## config.mk

```make
export PLATFORM = sky130hd
export DESIGN_NAME = bit_serializer
export DESIGN_NICKNAME = d
export VERILOG_FILES = /design/src/rtl/bit_serializer.sv
export SDC_FILE = /design/constraint.sdc
export NUM_CORES = 1
export LEC_CHECK = 0
export CAP_MARGIN = 20
export CORE_MARGIN = 5
export CORE_UTILIZATION = 45
export CTS_BUF_LIST = sky130_fd_sc_hd__clkbuf_4
export DETAILED_ROUTE_END_ITERATION = 16
export PLACE_DENSITY = 0.8
export SLEW_MARGIN = 15
export SYNTH_ARGS = -nofsm -noshare
export SYNTH_HDL_FRONTEND = slang
export SYNTH_SLANG_ARGS = --single-unit
```

## constraint.sdc

```tcl
create_clock -name clk -period 1.9 [get_ports clk]
set_input_delay 0.38 -clock clk [delete_from_list [all_inputs] [get_ports clk]]
set_output_delay 0.38 -clock clk [all_outputs]
set_load 0.02 [all_outputs]
```

## src/rtl/bit_serializer.sv

```systemverilog
// Parallel-in, serial-out stage: accepts WIDTH-bit words over valid/ready and
// shifts them out one bit per clock, with optional idle gap and abort.
module bit_serializer #(
    parameter int WIDTH      = 8,
    parameter bit MSB_FIRST  = 1'b1,
    parameter int GAP        = 0,
    parameter bit IDLE_LEVEL = 1'b0
) (
    input  logic             clk,
    input  logic             rst,
    input  logic [WIDTH-1:0] din,
    input  logic             din_valid,
    output logic             din_ready,
    input  logic             abort,
    output logic             ser_out,
    output logic             ser_valid,
    output logic             word_done,
    output logic             busy
);

    localparam int              CNT_W        = $clog2(WIDTH);
    localparam logic [CNT_W-1:0] LAST_BIT    = CNT_W'(WIDTH - 1);
    localparam logic [CNT_W-1:0] PENULT_BIT  = CNT_W'(WIDTH - 2);
    localparam logic [3:0]      GAP_LAST     = 4'(GAP - 1);
    localparam bit              BACK_TO_BACK = (GAP == 0);

    localparam logic [1:0] S_IDLE  = 2'd0;
    localparam logic [1:0] S_SHIFT = 2'd1;
    localparam logic [1:0] S_GAP   = 2'd2;

    logic [1:0]       r_state;
    logic [CNT_W-1:0] r_bit_cnt;
    logic [3:0]       r_gap_cnt;
    logic [WIDTH-1:0] r_shreg;
    logic             r_ser_out;
    logic             r_ser_valid;
    logic             r_word_done;
    logic             r_busy;

    logic [1:0]       w_state_nxt;
    logic [CNT_W-1:0] w_bit_cnt_nxt;
    logic [3:0]       w_gap_cnt_nxt;
    logic [WIDTH-1:0] w_shreg_nxt;
    logic             w_ser_out_nxt;
    logic             w_ser_valid_nxt;
    logic             w_word_done_nxt;
    logic             w_last_bit;
    logic             w_accept;

    // The shift register always holds the not-yet-sent bits with the next one at its head.
    function automatic logic head_bit(input logic [WIDTH-1:0] w);
        return MSB_FIRST ? w[WIDTH-1] : w[0];
    endfunction

    function automatic logic [WIDTH-1:0] drop_head(input logic [WIDTH-1:0] w);
        return MSB_FIRST ? (w << 1) : (w >> 1);
    endfunction

    assign w_last_bit = (r_state == S_SHIFT) && (r_bit_cnt == LAST_BIT);
    assign din_ready  = (r_state == S_IDLE) || (BACK_TO_BACK && w_last_bit && !abort);
    assign w_accept   = din_valid && din_ready;

    always_comb begin
        // NOTE: every signal gets a default first so no path can leave it unassigned (no latches).
        w_state_nxt     = r_state;
        w_bit_cnt_nxt   = r_bit_cnt;
        w_gap_cnt_nxt   = r_gap_cnt;
        w_shreg_nxt     = r_shreg;
        w_ser_out_nxt   = IDLE_LEVEL;
        w_ser_valid_nxt = 1'b0;
        w_word_done_nxt = 1'b0;

        case (r_state)
            S_IDLE: begin
                if (w_accept) begin
                    w_state_nxt     = S_SHIFT;
                    w_bit_cnt_nxt   = '0;
                    w_ser_out_nxt   = head_bit(din);
                    w_shreg_nxt     = drop_head(din);
                    w_ser_valid_nxt = 1'b1;
                end
            end

            S_SHIFT: begin
                if (abort) begin
                    w_state_nxt   = S_IDLE;
                    w_bit_cnt_nxt = '0;
                    w_shreg_nxt   = '0;
                end else if (w_last_bit) begin
                    w_bit_cnt_nxt = '0;
                    if (w_accept) begin
                        w_state_nxt     = S_SHIFT;
                        w_ser_out_nxt   = head_bit(din);
                        w_shreg_nxt     = drop_head(din);
                        w_ser_valid_nxt = 1'b1;
                    end else if (!BACK_TO_BACK) begin
                        w_state_nxt   = S_GAP;
                        w_gap_cnt_nxt = '0;
                        w_shreg_nxt   = '0;
                    end else begin
                        w_state_nxt = S_IDLE;
                        w_shreg_nxt = '0;
                    end
                end else begin
                    w_bit_cnt_nxt   = r_bit_cnt + 1'b1;
                    w_ser_out_nxt   = head_bit(r_shreg);
                    w_shreg_nxt     = drop_head(r_shreg);
                    w_ser_valid_nxt = 1'b1;
                    w_word_done_nxt = (r_bit_cnt == PENULT_BIT);
                end
            end

            S_GAP: begin
                if (r_gap_cnt == GAP_LAST) begin
                    w_state_nxt   = S_IDLE;
                    w_gap_cnt_nxt = '0;
                end else begin
                    w_gap_cnt_nxt = r_gap_cnt + 4'd1;
                end
            end

            default: begin
                w_state_nxt   = S_IDLE;
                w_bit_cnt_nxt = '0;
                w_gap_cnt_nxt = '0;
                w_shreg_nxt   = '0;
            end
        endcase
    end

    always_ff @(posedge clk or posedge rst) begin
        if (rst) begin
            r_state     <= S_IDLE;
            r_bit_cnt   <= '0;
            r_gap_cnt   <= '0;
            r_shreg     <= '0;
            r_ser_out   <= IDLE_LEVEL;
            r_ser_valid <= 1'b0;
            r_word_done <= 1'b0;
            r_busy      <= 1'b0;
        end else begin
            // NOTE: non-blocking so every register samples the pre-edge values.
            r_state     <= w_state_nxt;
            r_bit_cnt   <= w_bit_cnt_nxt;
            r_gap_cnt   <= w_gap_cnt_nxt;
            r_shreg     <= w_shreg_nxt;
            r_ser_out   <= w_ser_out_nxt;
            r_ser_valid <= w_ser_valid_nxt;
            r_word_done <= w_word_done_nxt;
            r_busy      <= (w_state_nxt != S_IDLE);
        end
    end

    assign ser_out   = r_ser_out;
    assign ser_valid = r_ser_valid;
    assign word_done = r_word_done;
    assign busy      = r_busy;

endmodule
```

==> flow_summary.toml, run 1 <==
[outcome]
outcome = "finished clean"

[route]
routed_wirelength_um = 2320
vias = 839
vias_per_cell = 5.48
ant_nets = 0
wire_per_inst_um = 15.1
drc = 0
dr.pass1.iters = 4
drt_iter0_markers = 16

[clocking]
clock-sinks = 20
ctsHoldBuffers = 0
cts_max_level = 1
cts_tree = "built"
cts.clk_slew.worst_paths_ns = 0.11
cts_buffers = 3
insertion_delay_ns = 0.30
clockRootBuffer = "clkbuf_4"
cts_buffer_depth = 2

[cells_and_area]
drive_gt1_share_pct = 18.4
layout.nets = 142
syn2layout_area_growth_pct = 26.4
multi_input_area_sq_um = 485
final_common_cell = "dfrtp_1"
most-common-layout-cells = "20 x dfrtp_1, 15 x clkdlybuf4s50_1, 14 x buf_4, 10 x mux2i_1, 7 x o22ai_1"
antenna_cells = 0
nFillCells = 199
final_cells = 153
ff_latch_area_sq_um = 500

[power_and_ir_drop]
worst_ir_drop_vdd_mv = 0.391
power.leakage_nw = 0.668
power_uw = 923
power_density_mw_per_mm2 = 694

[logic_synthesis]
synth_cell_types = 33
synth.area.top_cells = "dfrtp_1 48%, mux2i_1 9.5%, ha_1 4.8%, o22ai_1 4.2%, buf_6 3.2%"
synth_area_sq_mm = 0.00105
synth_top_cell_by_area = "dfrtp_1"
post_synth.cell_area_avg_sq_um = 10.9
synth_top_area_share_pct = 47.6
synth_fp_nets = 112
synth_seq_cells = 20
syn_inst = 96
synth_warnings = 0
seq_area_frac_synth_pct = 47.6

[sta]
tns_ns = 0
max_freq_mhz = 550
worstMarginPinSlew_ns = 0.356
skew_ns = 0.0129
period_minus_slack_ns = 1.82
hold_viol = 0
max_slew_margin_pct = 76.1
slew_violations = 0
fin_ws_ns = 0.0806
period_share_pct = 95.8
setup_violations = 0

[placed_design]
placed_cells = 147
pre_cts_slack_ns = -0.242
port_buffers = 16
gp_congestion = 0.770
hpwl_um = 1720

[global_routing]
grt_overflow = 0
grt_pass1_wl_um = 4150
antenna_found_initial = 0
grt_start_max_net_pins = 21
grt.total_usage_pct = 16.0
grt_pass1_vias = 922

[die]
fp.dieH_um = 58.3
fp.dieW_um = 58.3
ios = 17
fp.dieArea_sq_mm = 0.00340
std_cell_rows = 17
fp.coreArea_sq_mm = 0.00221
initial_core_util_pct = 47.5

[worst_setup_path]
crit_required_ns = 1.52
timing.reg2reg.setup_slack_ns = 0.33
cp_max_fo = 2
cp-start-kind = "flop"
r2r_start = "r_bit_cnt[0]"
ff2ff_path_depth = 6
regToRegEndpoint = "r_shreg[2]"
cp-startpoint = "r_bit_cnt[0]"
arrival_ns = 1.44
worstSetupPathType = "reg -> out"
cp-end-kind = "output pin"

[flow_run]
cap_violations = 0

[worst_hold_path]
hold_class = "in -> async"
==> final cells by class <==
cell class                      instances  area share [%]
Timing Repair Buffer                   29            19.2
Inverter                                7            1.98
Multi-Input combinational cell         65            36.5
Clock buffer                            3            1.69
Tap cell                               28            2.64
Sequential cell                        20            37.7
Clock inverter                          1           0.282
==> critical path, cell delays in order (launching register included) <==
cell	delay [ns]
dfrtp_1	0.41
ha_1	0.21
ha_1	0.19
nand2b_1	0.09
a21oi_1	0.08
buf_4	0.16
==> layer usage <==
layer  GRT usage [%]  wire, um  up-vias
met5               0         0        -
met4            8.94        63        0
met3            3.07       124        8
met2            26.6      1160       25
met1            19.3       964      404
li1                -         -      402
==> sequential cells by signal, summed over array words and instances (netlist names) <==
register	flops
r_state	2
busy	1
ser_out	1
r_shreg	7
word_done	1
r_bit_cnt	3
ser_valid	1
r_gap_cnt	4
==> repair_timing <==
| item | CTS | global route |
|---|---|---|
| gates resized for setup | 4 | 1 |
| cloned | 0 | 0 |
| setup buffers | 0 | 2 |
| endpoints found under the setup margin | 1 | 1 |
==> worst max path at each step <==
stage	endpoint	slack, ns
final	din_ready	0.08
after global routing	din_ready	-0.004
after CTS	din_ready	0.07
after detailed placement	din_ready	-0.24
after global placement	din_ready	-0.22
after floorplan	din_ready	0.27
==> stage by stage <==
step                      util (%)  cell area, sq um  hold slack, ns
after floorplan                  -              1050           0.344
after global routing          60.1              1330           0.425
after CTS                     59.3              1310           0.391
after global placement        58.3              1290           0.478
after detailed placement      58.3              1290           0.494
final                         60.1              1330           0.385
==> cell families after synthesis <==
logic type | count (synthesis) | share of synthesized area [%]
muxes | 11 | 11.0
and+or+nand+nor | 25 | 15.0
DFF | 20 | 47.6
adders and majority gates | 4 | 4.76
AOI/OAI and AO/OA | 25 | 15.5
buffers and inverters | 11 | 6.19
==> report_power, final <==
group,internal (mW),leakage [nW],switching [mW]
clock,0.0766,0.0154,0.123
combinational,0.121,0.390,0.113
sequential,0.468,0.262,0.0216
==> cells in the mapped netlist <==
cell type / n
nand2_1: 4
nand3b_2: 1
a22o_1: 2
o21a_1: 1
nand3b_1: 2
nor3_1: 2
buf_2: 1
nand3_1: 2
dfrtp_1: 20
inv_1: 6
o22ai_1: 7
o221ai_1: 2
a21oi_1: 6
and3_1: 2
mux2i_1: 10
buf_6: 3
ha_1: 4
and3b_1: 2
a21o_1: 2
inv_2: 1
nor3b_2: 1
a31oi_1: 1
mux2_4: 1
and2_1: 1
and2b_1: 1
nand2b_1: 1
nor2_1: 3
o21ai_1: 1
o21ai_0: 1
o21bai_1: 2
or2b_1: 1
nor2b_2: 1
nor2_2: 1
(Power assumes the default switching activity.)
==> run 2: changes to the inputs <==
--- a/config.mk
+++ b/config.mk
@@ -10,7 +10,7 @@
 export CORE_UTILIZATION = 45
 export CTS_BUF_LIST = sky130_fd_sc_hd__clkbuf_4
 export DETAILED_ROUTE_END_ITERATION = 16
-export PLACE_DENSITY = 0.8
+export PLACE_DENSITY = 0.7
 export SLEW_MARGIN = 15
 export SYNTH_ARGS = -nofsm -noshare
 export SYNTH_HDL_FRONTEND = slang
==> flow_summary.toml, run 2 (synthesis results as in run 1) <==
[sta]
fin_ws_ns = 0.105
slew_violations = 0
period_share_pct = 94.5
hold_ws_ns = 0.318
rsz0062_at_grt = "no"
setup_violations = 0
period_minus_slack_ns = 1.80
max_freq_mhz = 557
max_slew_margin_pct = 75.1
hold_viol = 0
skew_ns = 0.0106
worstMarginPinSlew_ns = 0.371

[worst_setup_path]
arrival_ns = 1.42
cpMaxStageDelayCell = "dfrtp_1"
cp-start-kind = "flop"
worstSetupPathType = "reg -> out"
slowest_delay_ns = 0.39
cp-end-kind = "output pin"
critical_path_buf_inv_count = 1
path_cells = "ha_1 > ha_1 > nand2b_1 > a21oi_2 > buf_4"
crit_family = "adder cells"
cp_max_fo = 2
crit_required_ns = 1.52
crit_path_frequent_cell = "ha_1"

[cells_and_area]
final_cells = 150
largest_reg_flops = 7
antenna_cells = 0
syn2layout_area_growth_pct = 24.6
regMostFlops = "r_shreg"
drive_gt1_share_pct = 17.2
layout.nets = 139
fin_util_pct = 59.2
final_common_cell = "dfrtp_1"
most-common-layout-cells = "20 x dfrtp_1, 15 x clkdlybuf4s50_1, 11 x buf_4, 10 x mux2i_1, 7 x o22ai_1"
reg_top3 = "r_shreg x7, r_gap_cnt x4, r_bit_cnt x3"

[global_routing]
grt_start_max_net_pins = 20
grt.total_usage_pct = 13.9
grt_pass1_wl_um = 3600
grt_pass1_vias = 798
grt_overflow = 0
antenna_found_initial = 0

[route]
routed_wirelength_um = 2150
drc = 0
vias = 809
dr.pass1.iters = 4
ant_nets = 0
vias_per_cell = 5.39
drt_iter0_markers = 9
wire_per_inst_um = 14.3

[die]
fp.coreArea_sq_mm = 0.00221
fp.dieW_um = 58.3
initial_core_util_pct = 47.5
std_cell_rows = 17
fp.dieArea_sq_mm = 0.00340
ios = 17
fp.dieH_um = 58.3

[power_and_ir_drop]
power_density_mw_per_mm2 = 698
power_uw = 914
worst_ir_drop_vdd_mv = 0.414
power.leakage_nw = 0.654

[clocking]
clock-sinks = 20
cts_max_level = 1
insertion_delay_ns = 0.30
cts_buffer_depth = 2
cts.clk_slew.worst_paths_ns = 0.11
cts_buffers = 3
clockRootBuffer = "clkbuf_4"
cts_tree = "built"

[placed_design]
pre_cts_slack_ns = -0.279
gp_congestion = 0.816
port_buffers = 16
hpwl_um = 1610
placed_cells = 146

[flow_run]
cap_violations = 0

[outcome]
outcome = "finished clean"

[worst_hold_path]
hold_class = "in -> async"
## run 2: cell types whose count changed in the layout (fill, tap and decap cells not counted)
cell	delta
buf_4	-3
a21oi_1	-1
a21oi_2	+1
## run 2: timing repair
item,4_1_cts,5_1_grt
setup buffers,0,0
pin swaps,0,0
gates resized for setup,4,2
hold buffers,0,0
endpoints found under the setup margin,1,1
cloned,0,0
## run 2: worst register-to-register path, stage by stage (launching register included)
cell      delay, ns
dfrtp_1        0.39
ha_1           0.21
ha_1           0.19
buf_4          0.16
nand3b_2       0.18
mux2i_1        0.22
o22ai_1        0.10
## run 2: final timing paths
path | startpoint | endpoint | slack (ns) | cells after the start
max | r_bit_cnt[0] | din_ready | 0.10 | 5
min | rst | ser_valid | 0.32 | 2
max reg2reg | r_bit_cnt[0] | r_shreg[2] | 0.35 | 6
min reg2reg | r_gap_cnt[3] | r_gap_cnt[3] | 0.52 | 1
max in group asynchronous | rst | r_bit_cnt[0] | 1.09 | 3
min in group clk | r_gap_cnt[3] | r_gap_cnt[3] | 0.52 | 1
## run 2: metal layers
layer	routed length [um]	global-route usage, %	part of all wire [%]
met2	996	21.1	46
met1	1050	19.1	49
met4	19	6.95	0.88
met5	0	0	0
met3	78	2.63	3.6
## run 2: stage by stage
| step | setup TNS, ns | instance area, sq um |
|---|---|---|
| floorplan | 0 | 1050 |
| global placement | -0.250 | 1280 |
| detailed placement | -0.279 | 1280 |
| CTS | 0 | 1300 |
| global route | 0 | 1310 |
| finish | 0 | 1310 |
## run 2: power by group
part	internal, mW	leakage, nW	switching, mW
sequential	0.468	0.262	0.0221
combinational	0.116	0.376	0.109
clock	0.0765	0.0154	0.123
total	0.660	0.654	0.254
## run 2: cell type report
class,count,area (sq um)
Timing Repair Buffer,26,233
Tap cell,28,35.0
Inverter,7,26.3
Sequential cell,20,500
Clock buffer,3,22.5
Multi-Input combinational cell,65,489
Clock inverter,1,3.75
Fill cell,196,902
==> run 3: changes to the inputs <==
--- a/config.mk
+++ b/config.mk
@@ -5,7 +5,7 @@
 export SDC_FILE = /design/constraint.sdc
 export NUM_CORES = 1
 export LEC_CHECK = 0
-export CAP_MARGIN = 20
+export CAP_MARGIN = 10
 export CORE_MARGIN = 5
 export CORE_UTILIZATION = 45
 export CTS_BUF_LIST = sky130_fd_sc_hd__clkbuf_4
==> results of run 3 <==
No change in the layout: final DEF, timing and power equal those of run 2.
